`src/rtl/req_capture_8.sv`:
```
// Request-capture stage for the 8-to-3 encoder: synchronizes eight async request lines,
// latches their rising edges as pending, and presents one pending request at a time as a one-hot word.
`timescale 1ns/1ps

module req_capture_8 (
    input  logic       clk,
    input  logic       rst_n,
    input  logic [7:0] req,
    input  logic       ack,
    input  logic       clr,
    output logic [7:0] onehot,
    output logic       valid,
    output logic [7:0] pending,
    output logic       overflow
);

    typedef enum logic {
        IDLE    = 1'b0,
        PRESENT = 1'b1
    } state_t;

    state_t     state;
    logic [7:0] sync1;
    logic [7:0] sync2;
    logic [7:0] prev;
    logic [7:0] rise;
    logic [7:0] ackmask;
    logic [7:0] grant;

    // The synchronizer and edge detector keep running through clr.
    // That way a level that is already high does not fire a second time.
    always_ff @(posedge clk or negedge rst_n) begin
        if (!rst_n) begin
            sync1 <= '0;
            sync2 <= '0;
            prev  <= '0;
        end else begin
            // NOTE: non-blocking assignments let every flop in the chain sample its predecessor's old value.
            sync1 <= req;
            sync2 <= sync1;
            prev  <= sync2;
        end
    end

    assign rise    = sync2 & ~prev;
    assign ackmask = (valid && ack) ? onehot : 8'h00;

    // Highest-index pending bit wins; the ascending scan lets later (higher) bits overwrite.
    always_comb begin
        // NOTE: grant gets a default before the loop so no path leaves it unassigned (no latch).
        grant = 8'h00;
        for (int i = 0; i < 8; i++) begin
            if (pending[i]) begin
                grant    = 8'h00;
                grant[i] = 1'b1;
            end
        end
    end

    always_ff @(posedge clk or negedge rst_n) begin
        if (!rst_n) begin
            state    <= IDLE;
            pending  <= '0;
            onehot   <= '0;
            valid    <= 1'b0;
            overflow <= 1'b0;
        end else if (clr) begin
            state    <= IDLE;
            pending  <= '0;
            onehot   <= '0;
            valid    <= 1'b0;
            overflow <= 1'b0;
        end else begin
            // A rise on the bit being acked in this cycle survives the clear.
            pending <= (pending & ~ackmask) | rise;
            if ((rise & pending & ~ackmask) != 8'h00) begin
                overflow <= 1'b1;
            end

            case (state)
                IDLE: begin
                    if (pending != 8'h00) begin
                        onehot <= grant;
                        valid  <= 1'b1;
                        state  <= PRESENT;
                    end
                end
                PRESENT: begin
                    if (ack) begin
                        onehot <= '0;
                        valid  <= 1'b0;
                        state  <= IDLE;
                    end
                end
                default: begin
                    state <= IDLE;
                end
            endcase
        end
    end

endmodule

```
`config.mk`:
```
export PLATFORM = sky130hd
export DESIGN_NAME = req_capture_8
export DESIGN_NICKNAME = d
export VERILOG_FILES = /design/src/rtl/req_capture_8.sv
export SDC_FILE = /design/constraint.sdc
export NUM_CORES = 1
export LEC_CHECK = 0
export ABC_AREA = 1
export CORE_ASPECT_RATIO = 1.1
export CORE_MARGIN = 3
export CORE_UTILIZATION = 50
export CTS_BUF_LIST = sky130_fd_sc_hd__clkbuf_16
export CTS_CLUSTER_SIZE = 14
export DETAILED_ROUTE_END_ITERATION = 12
export PLACE_DENSITY_LB_ADDON = 0.25
export SETUP_SLACK_MARGIN = 0.5
export SYNTH_ARGS = -nofsm -noshare
export SYNTH_HDL_FRONTEND = slang
export SYNTH_SLANG_ARGS = --single-unit
```
`constraint.sdc`:
```
create_clock -name clk -period 1.55 [get_ports clk]
set_input_delay 0.2325 -clock clk [delete_from_list [all_inputs] [get_ports clk]]
set_output_delay 0.2325 -clock clk [all_outputs]
set_load 0.02 [all_outputs]
```
==> metrics.txt, run 1 <==
outcome complete, no violations; CP endpoint state$_DFF_PN0_; combinational share of power 16.2%; Seq/Total Area, Yosys 68.42%; post-synthesis area per instance 10.42 um^2; RSZ-0062 raised after global routing yes; grt ovf 0; starting density of the core 54.65%; Mapped Nets 163; Critical Path Start Type flip-flop; DR top layer met4; Die W 59.48 um; most frequent cell after synthesis dfrtp_1; xor and xnor area share after synthesis 0%; height of the chip 64.82 um; Final ANT Viol Nets 0; Clock Skews 0.005670 ns; via count 1443; cell count after synthesis 151; share of layout cells above drive strength 1 39.09%; placeable core area 2878 um^2; R2R cell count 4; number of buffers and inverters on the critical path 0; number of DRC markers in iteration 0 119; Clk Latency, worst-skew pair 0.28 ns; Final Critical Period 1.258 ns; number of global-route vias before repair 1339; Syn Std Cell Area 1573 um^2; MaxCap Viol Count 0; Layout area overhead 52.82%; crit path launch pending[2]$_DFF_PN0_; Peak Freq 794.7 MHz; root buf cell clkbuf_16; clock buffer depth 2; routability cong. 0.8720; FF-to-FF Start pending[2]$_DFF_PN0_; crit path kind reg2reg; I/O Buffers 29; metal2 WL 2316 um; WL final 4545 um; Post-synth ARST share 100.0%; largest family of logic cells by synthesized area simple AND/OR/NAND/NOR gates; NetSw 0.6964 mW; Max-Slew Margin vs Limit 68.17%; largest net degree at the start of global routing 25; Antenna Cells 0; global-route wire length before repair 6279 um; DRT Pass-1 Iters 7; CTS tree yes; Rows 20; DP HPWL 2259 um; initial antenna violation count 0; post-synth top area share 68.42%; fin nets 231; reg2reg end state$_DFF_PN0_; multiplexer share of the synthesized area 0%; Final setup viols 0; worst slew pin tran 0.4775 ns; Max FO, Critical Path 4; CP Capture Type flip-flop; H-tree depth 2; Final Hold Viols 0; Levels on crit path 4; cells along the critical path nor3_4 -> nand2_2 -> o21ai_2 -> nand2_1; Setup TNS 0 ns; CP peak stage delay 0.45 ns; Final Slew Violations 0; family with the most delay on the worst path simple AND/OR/NAND/NOR gates; internal power 1.985 mW; met1 WL 1656 um; DRC 0; Avg WL per Cell 17.96 um; largest cells by area after synthesis dfrtp_1, nand2_1, nand3_1; Flop pwr share 46.8%; share of power burned in the clock network 37.0%; Sink Count 43; VDD IR max 1.165 mV; synth warn 0; Power Dens Cells 1116 nW/um^2; post-synthesis compound-gate area fraction 3.182%; die footprint 3855 um^2; switching fraction of total power 25.97%; All-Layer GR Usage 22.94%; #FFs+latches synth 43; most common library cells after synthesis dfrtp_1, nand2_1, nor2_1; CP max stage cell dfrtp_2; adder and majority cell fraction of the synthesized area 0%; DR vias/cell 5.704; Synth Area in Simple Gates 24.03%; Clock transition at path regs 0.06 ns; I/O pin cnt 30; Pleak 1.210 nW; synth unique cells 17; Post-synth EDFFs 0; area leader, netlist dfrtp_1; WP data arrival 1.42 ns; period utilization 81.18%; commonest register cell after synthesis dfrtp_1; R2R setup slack 0.29 ns; Worst Path Required 1.71 ns; Min-Delay Path Class reg2reg; wire length on met3 404 um; final design utilization 83.52%; Inserted Clock Buffers 5
==> worst min path at each step <==
stage / startpoint / to / cells past startpoint
finish: sync1[3]$_DFF_PN0_ / sync2[3]$_DFF_PN0_ / 0
detailed placement: rst_n / onehot[1]$_DFFE_PN0P_ / 1
CTS: sync1[4]$_DFF_PN0_ / sync2[4]$_DFF_PN0_ / 0
global route: sync1[1]$_DFF_PN0_ / sync2[1]$_DFF_PN0_ / 0
floorplan: rst_n / onehot[0]$_DFFE_PN0P_ / 0
global placement: rst_n / onehot[1]$_DFFE_PN0P_ / 1
==> area by class of cell <==
cell class,instances,area (um^2)
tap,33,41.29
multi-input combinational,91,494.2
timing repair buffer,61,569.3
clock buffer,5,125.1
fill,146,474.2
sequential,43,1085
inverter,17,68.82
clock inverter,3,20.02
==> power groups by stage <==
stage | Combinational (mW) | Sequential [mW] | Clock (mW)
after global placement | 0.278 | 1.26 | 0
after floorplan | 0.106 | 1.29 | 0
after detailed placement | 0.287 | 1.27 | 0
after global routing | 0.461 | 1.26 | 1.06
after CTS | 0.367 | 1.24 | 1.02
final | 0.435 | 1.25 | 0.992
==> per-stage QoR <==
stage | instances | setup slack (ns) | total power, mW | instance area, um^2 | hold slack (ns)
2_1_floorplan | 151 | 0.4293 | 1.395 | 1582 | -0.06309
3_3_place_gp | 216 | 0.1010 | 1.540 | 1946 | 0.2072
3_5_place_dp | 216 | 0.02982 | 1.555 | 1946 | 0.2135
4_1_cts | 245 | 0.3704 | 2.632 | 2272 | 0.3489
5_1_grt | 253 | 0.2647 | 2.784 | 2404 | 0.3565
6_report | 253 | 0.2917 | 2.681 | 2404 | 0.3495
==> cell families after synthesis <==
| kind of cell | after synthesis |
|---|---|
| simple gates | 80 |
| flops | 43 |
| buf+inv | 18 |
| compound gates | 10 |
==> metal layers <==
metal | global-route usage (%) | vias up
met3 | 5.976 | 22
li1 | - | 622
met5 | 0 | -
met4 | 14.45 | 0
met2 | 37.16 | 111
met1 | 26.33 | 688
==> sequential cells by signal (all words and copies together) (netlist names) <==
name and count:
sync1 8, state 1, pending 8, overflow 1
sync2 8, valid 1, onehot 8, prev 8
==> placed cells by master, fill, tap and decap left out, types with 2 or more instances in the layout <==
cell type / count
clkdlybuf4s50_1: 9
clkbuf_16: 5
a21oi_1: 7
nand3_2: 2
buf_4: 28
nand4_1: 5
dfrtp_2: 7
inv_4: 2
nor2_1: 21
inv_1: 14
nand3_1: 15
nand2_1: 22
buf_6: 20
nand2_4: 3
dfrtp_1: 36
nand2_2: 7
a21oi_2: 2
==> repair_timing <==
item / CTS / global route
cloned: 1 / 0
buffers inserted: 19 / 8
hold buffers: 1 / 0
resized for setup: 111 / 20
hold endpoints to repair: 19 / 0
pin swaps: 5 / 8
endpoints found under the setup margin: 33 / 32
No activity file was read; power rests on OpenSTA's default activity.
==> inputs of run 2 (changes only) <==
- clock period: 1.55 -> 1.3 ns (I/O delays scaled with it)
==> run 2 against run 1 <==
Net effect:
- the run now ends with setup timing left
- global-route usage grew 1.4 points
- power grew 30%
- sequential power grew 20%
- critical path type unchanged
==> metrics.txt, run 2 (synthesis gave the netlist of run 1 again) <==
Peak Freq 750.0 MHz; CTS tree yes; I/O pin cnt 30; WL final 5688 um; Final Hold Viols 0; hold path depth 0; largest net degree at the start of global routing 44; Final setup viols 2; die footprint 3855 um^2; MaxCap Viol Count 0; routability cong. 0.8890; Die W 59.48 um; period utilization 102.6%; H-tree depth 2; root buf cell clkbuf_16; commonest non-fill, non-tap cell in the layout dfrtp_1; Final Slew Violations 0; Post-Place Setup Slack -0.1974 ns; R2R setup slack -0.03 ns; clock buffer depth 2; family with the most delay on the worst path simple AND/OR/NAND/NOR gates; number of global-route vias before repair 1382; Levels on crit path 5; Clock Skews 0.005499 ns; R2R cell count 5; worst slew pin tran 0.5667 ns; placeable core area 2878 um^2; DRT Pass-1 Iters 4; Min-Delay Path Class reg2reg; CP peak stage delay 0.40 ns; starting density of the core 54.65%; initial antenna violation count 0; Max-Slew Margin vs Limit 62.22%; Avg WL per Cell 22.57 um; Final ANT Viol Nets 0; Max FO, Critical Path 2; number of buffers and inverters on the critical path 0; commonest cells after routing, fill and taps aside dfrtp_1, buf_4, buf_6; CP Capture Type flip-flop; Critical Path Start Type flip-flop; Final Worst Setup Slack -0.03325 ns; cells along the critical path nor2_1 -> nand3_1 -> nand3_1 -> nor2_4 -> a21oi_2; DR vias/cell 6.024; non-filler cells, final 252; Pleak 1.275 nW; outcome finished, violations left; critical hold path startpoint sync1[1]$_DFF_PN0_; Hold Crit Endpoint sync2[1]$_DFF_PN0_; RSZ-0062 raised after global routing yes; DP HPWL 2088 um; Rows 20; DRC 0; reg2reg end overflow$_DFFE_PN0P_; failing checks setup timing; Inserted Clock Buffers 5; global-route wire length before repair 6810 um; Final Critical Period 1.333 ns; height of the chip 64.82 um; CP most frequent cell nand3_1; All-Layer GR Usage 24.29%; I/O Buffers 29; WP data arrival 1.54 ns; Clk Latency, worst-skew pair 0.28 ns; crit path kind reg2reg; Sink Count 43; Antenna Cells 0; CP max stage cell dfrtp_1; number of DRC markers in iteration 0 250; grt ovf 0; Power Dens Cells 1351 nW/um^2; final design utilization 89.91%; dpl cells 221; fin nets 231; via count 1518; VDD IR max 1.687 mV; Clock transition at path regs 0.06 ns; number of fill cells 112; FF-to-FF Start prev[1]$_DFF_PN0_; share of layout cells above drive strength 1 54.34%; Worst Path Required 1.51 ns; Layout area overhead 64.52%
[run 2: area by class of cell]
| cell class | count | area [um^2] | share of cell area (%) |
|---|---|---|---|
| sequential | 43 | 1094 | 42.26 |
| tap | 33 | 41.29 | 1.596 |
| inverter | 17 | 78.83 | 3.046 |
| multi-input combinational | 91 | 634.4 | 24.52 |
| clock buffer | 5 | 125.1 | 4.836 |
| timing repair buffer | 61 | 576.8 | 22.29 |
| clock inverter | 2 | 37.54 | 1.451 |
[run 2: power breakdown]
part / total (mW) / switching, mW / internal (mW)
clock network: 1.38 / 0.487 / 0.894
logic: 0.619 / 0.351 / 0.268
registers: 1.50 / 0.0748 / 1.42
[run 2: metal layers]
layer  global-route usage (%)  vias to the layer above  routed length (um)
met2                    38.80                      131                2815
met5                        0                        -                   0
met1                    28.51                      730                1984
met4                    13.88                        0                 403
li1                         -                      621                   -
met3                    7.171                       36                 484
[run 2: metrics by stage]
step	total power [mW]	hold WS (ns)	cell area [um^2]	setup TNS [ns]
final	3.495	0.3461	2587	-0.04494
after global routing	3.603	0.3457	2587	-0.1478
after detailed placement	1.867	0.1845	1988	-0.5077
after floorplan	1.665	-0.1006	1587	0
after CTS	3.312	0.3475	2370	0
after global placement	1.852	0.1805	1988	-0.3227
[run 2: worst max path at each step]
stage                          from              endpoint  slack (ns)
5_1_grt          sync2[1]$_DFF_PN0_  overflow$_DFFE_PN0P_       -0.07
3_3_place_gp                    ack  overflow$_DFFE_PN0P_       -0.12
3_5_place_dp                    ack  overflow$_DFFE_PN0P_       -0.20
6_report          prev[1]$_DFF_PN0_  overflow$_DFFE_PN0P_       -0.03
2_1_floorplan  pending[6]$_DFF_PN0_     valid$_DFFE_PN0P_        0.18
4_1_cts        pending[3]$_DFF_PN0_       state$_DFF_PN0_        0.11
[run 2: what timing repair did]
action,CTS,global route
pin swaps,6,15
buffers inserted,8,14
gates resized for setup,135,38
endpoints found under the setup margin,37,37
cloned,1,0
endpoints found under the hold margin,43,0
hold buffers,1,0
[run 2: worst register-to-register path, stage by stage, from the launching register on]
cell	delay (ns)
dfrtp_1	0.40
nor2_1	0.30
nand3_1	0.19
nand3_1	0.19
nor2_4	0.05
a21oi_2	0.13
